$ cat src/rtl/stopwatch_pkg.sv
// rtl/stopwatch_pkg.sv - shared status and sequencer encodings for the stopwatch front-end
package stopwatch_pkg;

    localparam logic [1:0] ST_IDLE  = 2'b00;
    localparam logic [1:0] ST_RUN   = 2'b01;
    localparam logic [1:0] ST_PAUSE = 2'b10;

    typedef enum logic {
        SEQ_READY    = 1'b0,
        SEQ_WAIT_ACK = 1'b1
    } seq_state_e;

    // 2'b11 is not a state the control FSM should report; treat it as idle.
    function automatic logic [1:0] norm_status(input logic [1:0] st);
        return (st == 2'b11) ? ST_IDLE : st;
    endfunction

endpackage

$ cat src/rtl/btn_debounce.sv
// rtl/btn_debounce.sv - 2-flop synchronizer, level debouncer and registered press pulse
module btn_debounce #(
    parameter int DEBOUNCE_CYCLES = 16
) (
    input  logic clk,
    input  logic rst_n,
    input  logic btn_i,
    output logic press_o
);

    localparam int            CW      = $clog2(DEBOUNCE_CYCLES + 1);
    localparam logic [CW-1:0] CNT_MAX = CW'(DEBOUNCE_CYCLES);

    logic          sync1_q, sync2_q;
    logic [1:0]    vld_q;
    logic          armed_q, armed_d;
    logic          deb_q, deb_d;
    logic [CW-1:0] cnt_q, cnt_d;
    logic          press_q, press_d;
    logic          differ, flip;

    assign differ = (sync2_q != deb_q);
    assign flip   = differ && (cnt_q == CNT_MAX);

    // Presses are only honoured once a genuine released sample has come through
    // the synchronizer since reset, so a button held across reset stays silent.
    always_comb begin
        cnt_d   = '0;
        if (differ && !flip) begin
            cnt_d = cnt_q + CW'(1);
        end
        deb_d   = flip ? ~deb_q : deb_q;
        press_d = flip && !deb_q && armed_q;
        armed_d = armed_q | (vld_q[1] & ~sync2_q);
    end

    always_ff @(posedge clk or negedge rst_n) begin
        if (!rst_n) begin
            sync1_q <= 1'b0;
            sync2_q <= 1'b0;
            vld_q   <= 2'b00;
            armed_q <= 1'b0;
            deb_q   <= 1'b0;
            cnt_q   <= '0;
            press_q <= 1'b0;
        end else begin
            sync1_q <= btn_i;
            sync2_q <= sync1_q;
            vld_q   <= {vld_q[0], 1'b1};
            armed_q <= armed_d;
            deb_q   <= deb_d;
            cnt_q   <= cnt_d;
            press_q <= press_d;
        end
    end

    assign press_o = press_q;

endmodule

$ cat src/rtl/stopwatch_cmd_seq.sv
// rtl/stopwatch_cmd_seq.sv - button command sequencer; lap freeze/capture built only with STOPWATCH_LAP_EN
module stopwatch_cmd_seq
    import stopwatch_pkg::*;
#(
    parameter int DEBOUNCE_CYCLES = 16,
    parameter int ACK_TIMEOUT     = 8
) (
    input  logic       clk,
    input  logic       rst_n,
    input  logic       btn_ss,
    input  logic       btn_lr,
    input  logic [1:0] status,
    output logic       start,
    output logic       stop,
    output logic       reset,
    output logic       lap_capture,
    output logic       lap_freeze,
    output logic       cmd_err
);

    localparam int            TW       = $clog2(ACK_TIMEOUT + 1);
    localparam logic [TW-1:0] TMO_LAST = TW'(ACK_TIMEOUT - 1);

    seq_state_e    state_q, state_d;
    logic [1:0]    exp_q, exp_d;
    logic [TW-1:0] tmo_q, tmo_d;
    logic          start_q, start_d, stop_q, stop_d, rst_q, rst_d;
    logic          cap_q, cap_d, frz_q, frz_d, err_q, err_d;
    logic          press_ss, press_lr;
    logic [1:0]    st;

    btn_debounce #(.DEBOUNCE_CYCLES(DEBOUNCE_CYCLES)) u_deb_ss (
        .clk    (clk),
        .rst_n  (rst_n),
        .btn_i  (btn_ss),
        .press_o(press_ss)
    );

    btn_debounce #(.DEBOUNCE_CYCLES(DEBOUNCE_CYCLES)) u_deb_lr (
        .clk    (clk),
        .rst_n  (rst_n),
        .btn_i  (btn_lr),
        .press_o(press_lr)
    );

    assign st = norm_status(status);

    always_comb begin
        state_d = state_q;
        exp_d   = exp_q;
        tmo_d   = tmo_q;
        start_d = 1'b0;
        stop_d  = 1'b0;
        rst_d   = 1'b0;
        cap_d   = 1'b0;
        frz_d   = frz_q;
        err_d   = 1'b0;
        if (state_q == SEQ_READY) begin
            tmo_d = '0;
            // ss wins a same-cycle tie; the lr event is simply lost.
            if (press_ss) begin
                if (st == ST_RUN) begin
                    stop_d = 1'b1;
                    exp_d  = ST_PAUSE;
                end else begin
                    start_d = 1'b1;
                    exp_d   = ST_RUN;
                end
                state_d = SEQ_WAIT_ACK;
            end else if (press_lr) begin
`ifdef STOPWATCH_LAP_EN
                if (st == ST_RUN) begin
                    frz_d = ~frz_q;
                    cap_d = ~frz_q;
                end else if ((st == ST_PAUSE) && frz_q) begin
                    frz_d = 1'b0;
                end else begin
                    rst_d   = 1'b1;
                    exp_d   = ST_IDLE;
                    frz_d   = 1'b0;
                    state_d = SEQ_WAIT_ACK;
                end
`else
                if (st != ST_RUN) begin
                    rst_d   = 1'b1;
                    exp_d   = ST_IDLE;
                    state_d = SEQ_WAIT_ACK;
                end
`endif
            end
        end else begin
            // The pulse cycle itself is the first cycle counted toward the timeout.
            if (st == exp_q) begin
                state_d = SEQ_READY;
                tmo_d   = '0;
            end else if (tmo_q == TMO_LAST) begin
                err_d   = 1'b1;
                state_d = SEQ_READY;
                tmo_d   = '0;
            end else begin
                tmo_d = tmo_q + TW'(1);
            end
        end
    end

    always_ff @(posedge clk or negedge rst_n) begin
        if (!rst_n) begin
            state_q <= SEQ_READY;
            exp_q   <= ST_IDLE;
            tmo_q   <= '0;
            start_q <= 1'b0;
            stop_q  <= 1'b0;
            rst_q   <= 1'b0;
            cap_q   <= 1'b0;
            frz_q   <= 1'b0;
            err_q   <= 1'b0;
        end else begin
            state_q <= state_d;
            exp_q   <= exp_d;
            tmo_q   <= tmo_d;
            start_q <= start_d;
            stop_q  <= stop_d;
            rst_q   <= rst_d;
            cap_q   <= cap_d;
            frz_q   <= frz_d;
            err_q   <= err_d;
        end
    end

    assign start       = start_q;
    assign stop        = stop_q;
    assign reset       = rst_q;
    assign lap_capture = cap_q;
    assign lap_freeze  = frz_q;
    assign cmd_err     = err_q;

endmodule

$ cat config.mk
export PLATFORM = sky130hd
export DESIGN_NAME = stopwatch_cmd_seq
export DESIGN_NICKNAME = d
export VERILOG_FILES = /design/src/rtl/stopwatch_pkg.sv /design/src/rtl/btn_debounce.sv /design/src/rtl/stopwatch_cmd_seq.sv
export SDC_FILE = /design/constraint.sdc
export NUM_CORES = 1
export LEC_CHECK = 0
export BUFFER_PORTS_ARGS = -buffer_cell sky130_fd_sc_hd__buf_4
export CORE_MARGIN = 1.5
export CORE_UTILIZATION = 25
export DETAILED_ROUTE_END_ITERATION = 10
export HOLD_SLACK_MARGIN = 0.15
export SYNTH_ARGS = -nofsm -noshare
export SYNTH_HDL_FRONTEND = slang
export SYNTH_HIERARCHICAL = 1
export SYNTH_SLANG_ARGS = --single-unit
$ cat constraint.sdc
create_clock -name clk -period 2.2 [get_ports clk]
set_input_delay 0.22 -clock clk [delete_from_list [all_inputs] [get_ports clk]]
set_output_delay 0.22 -clock clk [all_outputs]
set_load 0.005 [all_outputs]
==> metrics list <==
* TritonCTS Buffers: 5
- Area of all placed cells without fillers: 1700 um2
- For the final routed database, the setup TNS stands at 0 ps.
* Largest incremental delay on the critical path: 430 ps
* Clock slew seen by the registers of the worst setup and hold paths: 70 ps
* Post-CTS Repair Setup Buffers: 0
- Across all layers, the routed design uses 834 vias.
- For this design the total switching power over the nets is 0.000260 W.
* Number of core rows: 27
- Count of pins on the block boundary: 12
- Final setup fails: 0
- Final hold violation count: 0
- Overflow left after global routing: 0
- Layer with the highest usage after global routing: met2
* Maximum number of pins on one net before global-route repair: 36
* Post-synthesis average cell area: 12.0 um2
- CTS tree: built
- Post-Route Utilization: 0.307
* Clock network latency to the later pin of the worst-skew pair: 280 ps
* Count of nets left with antenna violations after detail routing: 0
* Period Utilization, post-route: 0.590
- Netlist Area Pre-Place: 1450 um2
* Data arrival, critical path: 1440 ps
- Setup repair after global routing missed its margin: no
- IR analysis of the VDD net gives a maximum drop of 0.000246 V.
- For this run, the total global-route usage over all layers was measured as 0.0753.
- For this run, global-route usage on met3 was measured as 0.0345.
- Power per Cell Area: 689 nW/um2
- Hold crit path type: primary input to register
- In this run the worst path has a maximum fanout of 6.
- At the pin with the least slew margin, the transition time is 553 ps.
- Post-synthesis register bit count: 35
* Port bufs: 9
- For this run, asynchronously set or reset flops after synthesis account for 1.00.
* Net count of the finished layout: 149
* Gate count after technology mapping: 120
* Clock network fraction of total power: 0.368
- For met1 alone, demand over resource in global routing was 0.0862.
- Violation count after the first detailed-routing iteration: 27
- Post-detailed-route wirelength per cell: 9.23 um
* # clock sinks: 35
* CP Capture Type: register
* Number of filler instances in the final layout: 581
- Portion of total power attributed to combinational logic: 0.058
- Beginning of the worst hold path: status[0]
* Horizontal die dimension: 79.0 um
* Normalized max-slew margin: 0.627
* Crit path max-delay cell type: dfrtp_1
- Final Hold Slack: 287 ps
* Via count of the first global-routing pass: 820
- After detailed routing, the number of vias per cell comes to 3.95.
- The first global-routing pass estimated 3540 um of wire.
- The top cell types in the final layout, fill and taps aside, are dfrtp_1, nor2_1, inv_1, buf_4, nand2_1.
- Area added between synthesis and finish: 17.8%
* Post-route setup slack: 902 ps
- CP Data Required Time: 2350 ps
* Multi-input gate area in the final layout: 524 um2
- Cells along the critical path: o21ba_2 > a211oi_2 > o32ai_1
* Post-detailed-routing wire length: 1950 um
- Worst r2r path cells: 3
- For flop-to-flop paths, the worst setup slack is 900 ps.
- The library cell used most frequently in the layout, excluding fill and tap cells, is dfrtp_1.
- Yosys mapped a number of flops with a built-in enable equal to 0.
- Highest clock frequency the design can meet: 770 MHz
* Initial cell density of the core: 0.261
- Across the run, the number of max-cap violations was 0.
- In the final layout, the share of cells above drive strength 1 is 0.165.
- For this run, the register share of the synthesized area comes to 0.606.
- The smallest clock period supported by the final layout is computed as 1300 ps.
* Capture point of the worst reg-to-reg path: state_q$_DFF_PN0_
- The clock passes through at most 2 buffers.
- Antenna violations before repair: 0
* Register share of total power: 0.574
- The core region is 5540 um2.
- Switching part of the total: 0.222
- Pre-antenna DRT Iters: 3
- The worst setup path is of the register to register kind.
- Across the routed clock network, the largest skew measured is 4.84 ps.
* Post-route DRC: 0
* Synth unique cells: 27
* Cells on Worst Hold Path: 3
- Vertical die dimension: 79.0 um
- Internal power comes to 0.000913 W.
* Max-slew violation count: 0
* Main flop type after synthesis: dfrtp_1
- Run status: finished, final reports clean
* Placed instance area: 1590 um2
- CTS root buf: clkbuf_8
- STA classifies the critical path startpoint as a register.
* End point of the most critical hold path: start$_DFF_PN0_
- 0 antenna diodes ended up in the layout.
* Setup slack at placement: 895 ps
- For met2 alone, demand over resource in global routing was 0.111.
- Static power due to leakage: 0.784 nW
- The worst register-to-register path begins at exp_q[0]$_DFFE_PN0P_.
- Routability-driven placement finished with a final weighted congestion of 0.762.
- Post-detailed-placement half-perimeter wirelength: 1360 um
* Area of the die: 6250 um2
- Synth warnings: 6
- Sequential cell area: 876 um2
* H-tree levels: 2
==> state kept, by name, summed over array words and instances, names as in the netlist, 2 cells and up <==
register and flops:
u_deb_ss/vld_q 2, u_deb_ss/cnt_q 5, u_deb_lr/cnt_q 5, exp_q 2, tmo_q 4, u_deb_lr/vld_q 2
==> power groups by stage <==
stage	Sequential (W)	Clock, W	Combinational, W
5_1_grt	0.000676	0.000485	0.0000789
3_3_place_gp	0.000685	0	0.0000652
2_1_floorplan	0.000683	0	0.0000413
4_1_cts	0.000673	0.000458	0.0000710
3_5_place_dp	0.000685	0	0.0000670
6_report	0.000674	0.000431	0.0000685
==> kinds of logic after synthesis <==
kind of cell             count (synthesis)  share of synthesized area
multiplexers                             1                    0.00693
adder cells (fa/ha/maj)                  5                     0.0433
XOR/XNOR                                10                     0.0606
buffers and inverters                   11                     0.0338
AO/OA/AOI/OAI                           13                     0.0719
flip-flops                              35                      0.606
other                                    3                    0.00779
AND/OR/NAND/NOR                         42                      0.170
==> layer usage <==
layer  up-vias  wire length [um]
met2        16               811
li1        423                 -
met3         7               112
met1       388               956
met5         -                 0
met4         0                67
==> cell type report <==
| type | instances | share of cell area |
|---|---|---|
| Clock buffer | 7 | 0.0448 |
| Clock inverter | 1 | 0.00294 |
| Inverter | 9 | 0.0198 |
| Multi-Input combinational cell | 75 | 0.308 |
| Sequential cell | 35 | 0.514 |
| Tap cell | 72 | 0.0529 |
| Timing Repair Buffer | 12 | 0.0573 |
==> Yosys cell counts, drive strengths merged, types with 2 or more instances <==
master	count	area share
nor3	6	0.021
a21o	2	0.010
ha	5	0.043
conb	3	0.0078
nor2	13	0.034
buf	2	0.010
a21oi	2	0.0069
inv	9	0.023
and3	2	0.010
xor2	6	0.036
nor4	2	0.0087
nand4bb	2	0.038
xnor2	4	0.024
nand2b	2	0.0087
nand2	8	0.021
nand3	5	0.017
dfrtp	35	0.61
o21ai	3	0.010
==> what timing repair did <==
action | in CTS | in global routing
hold endpoints to repair | 37 | 0
resized for setup | 0 | 0
hold buffers | 3 | 0
==> worst max path at each step <==
stage	cells past startpoint	slack, ps	end	from
finish	3	900	state_q$_DFF_PN0_	exp_q[0]$_DFFE_PN0P_
global route	2	770	state_q$_DFF_PN0_	exp_q[0]$_DFFE_PN0P_
CTS	3	900	state_q$_DFF_PN0_	exp_q[0]$_DFFE_PN0P_
detailed placement	3	890	state_q$_DFF_PN0_	exp_q[0]$_DFFE_PN0P_
global placement	3	920	state_q$_DFF_PN0_	exp_q[0]$_DFFE_PN0P_
floorplan	3	990	state_q$_DFF_PN0_	exp_q[0]$_DFFE_PN0P_
==> metrics by stage <==
step                      power (W)  std cells
final                       0.00117        211
after global routing        0.00124        211
after CTS                   0.00120        211
after detailed placement   0.000752        200
after global placement     0.000750        200
after floorplan            0.000724        121
==> worst max-delay path: cells and delay by family, from the launching register on <==
family	cells	cell delay, ps
AO/OA/AOI/OAI	3	730
flip-flops	1	430
Note: power is estimated with default switching activity, not from simulation.
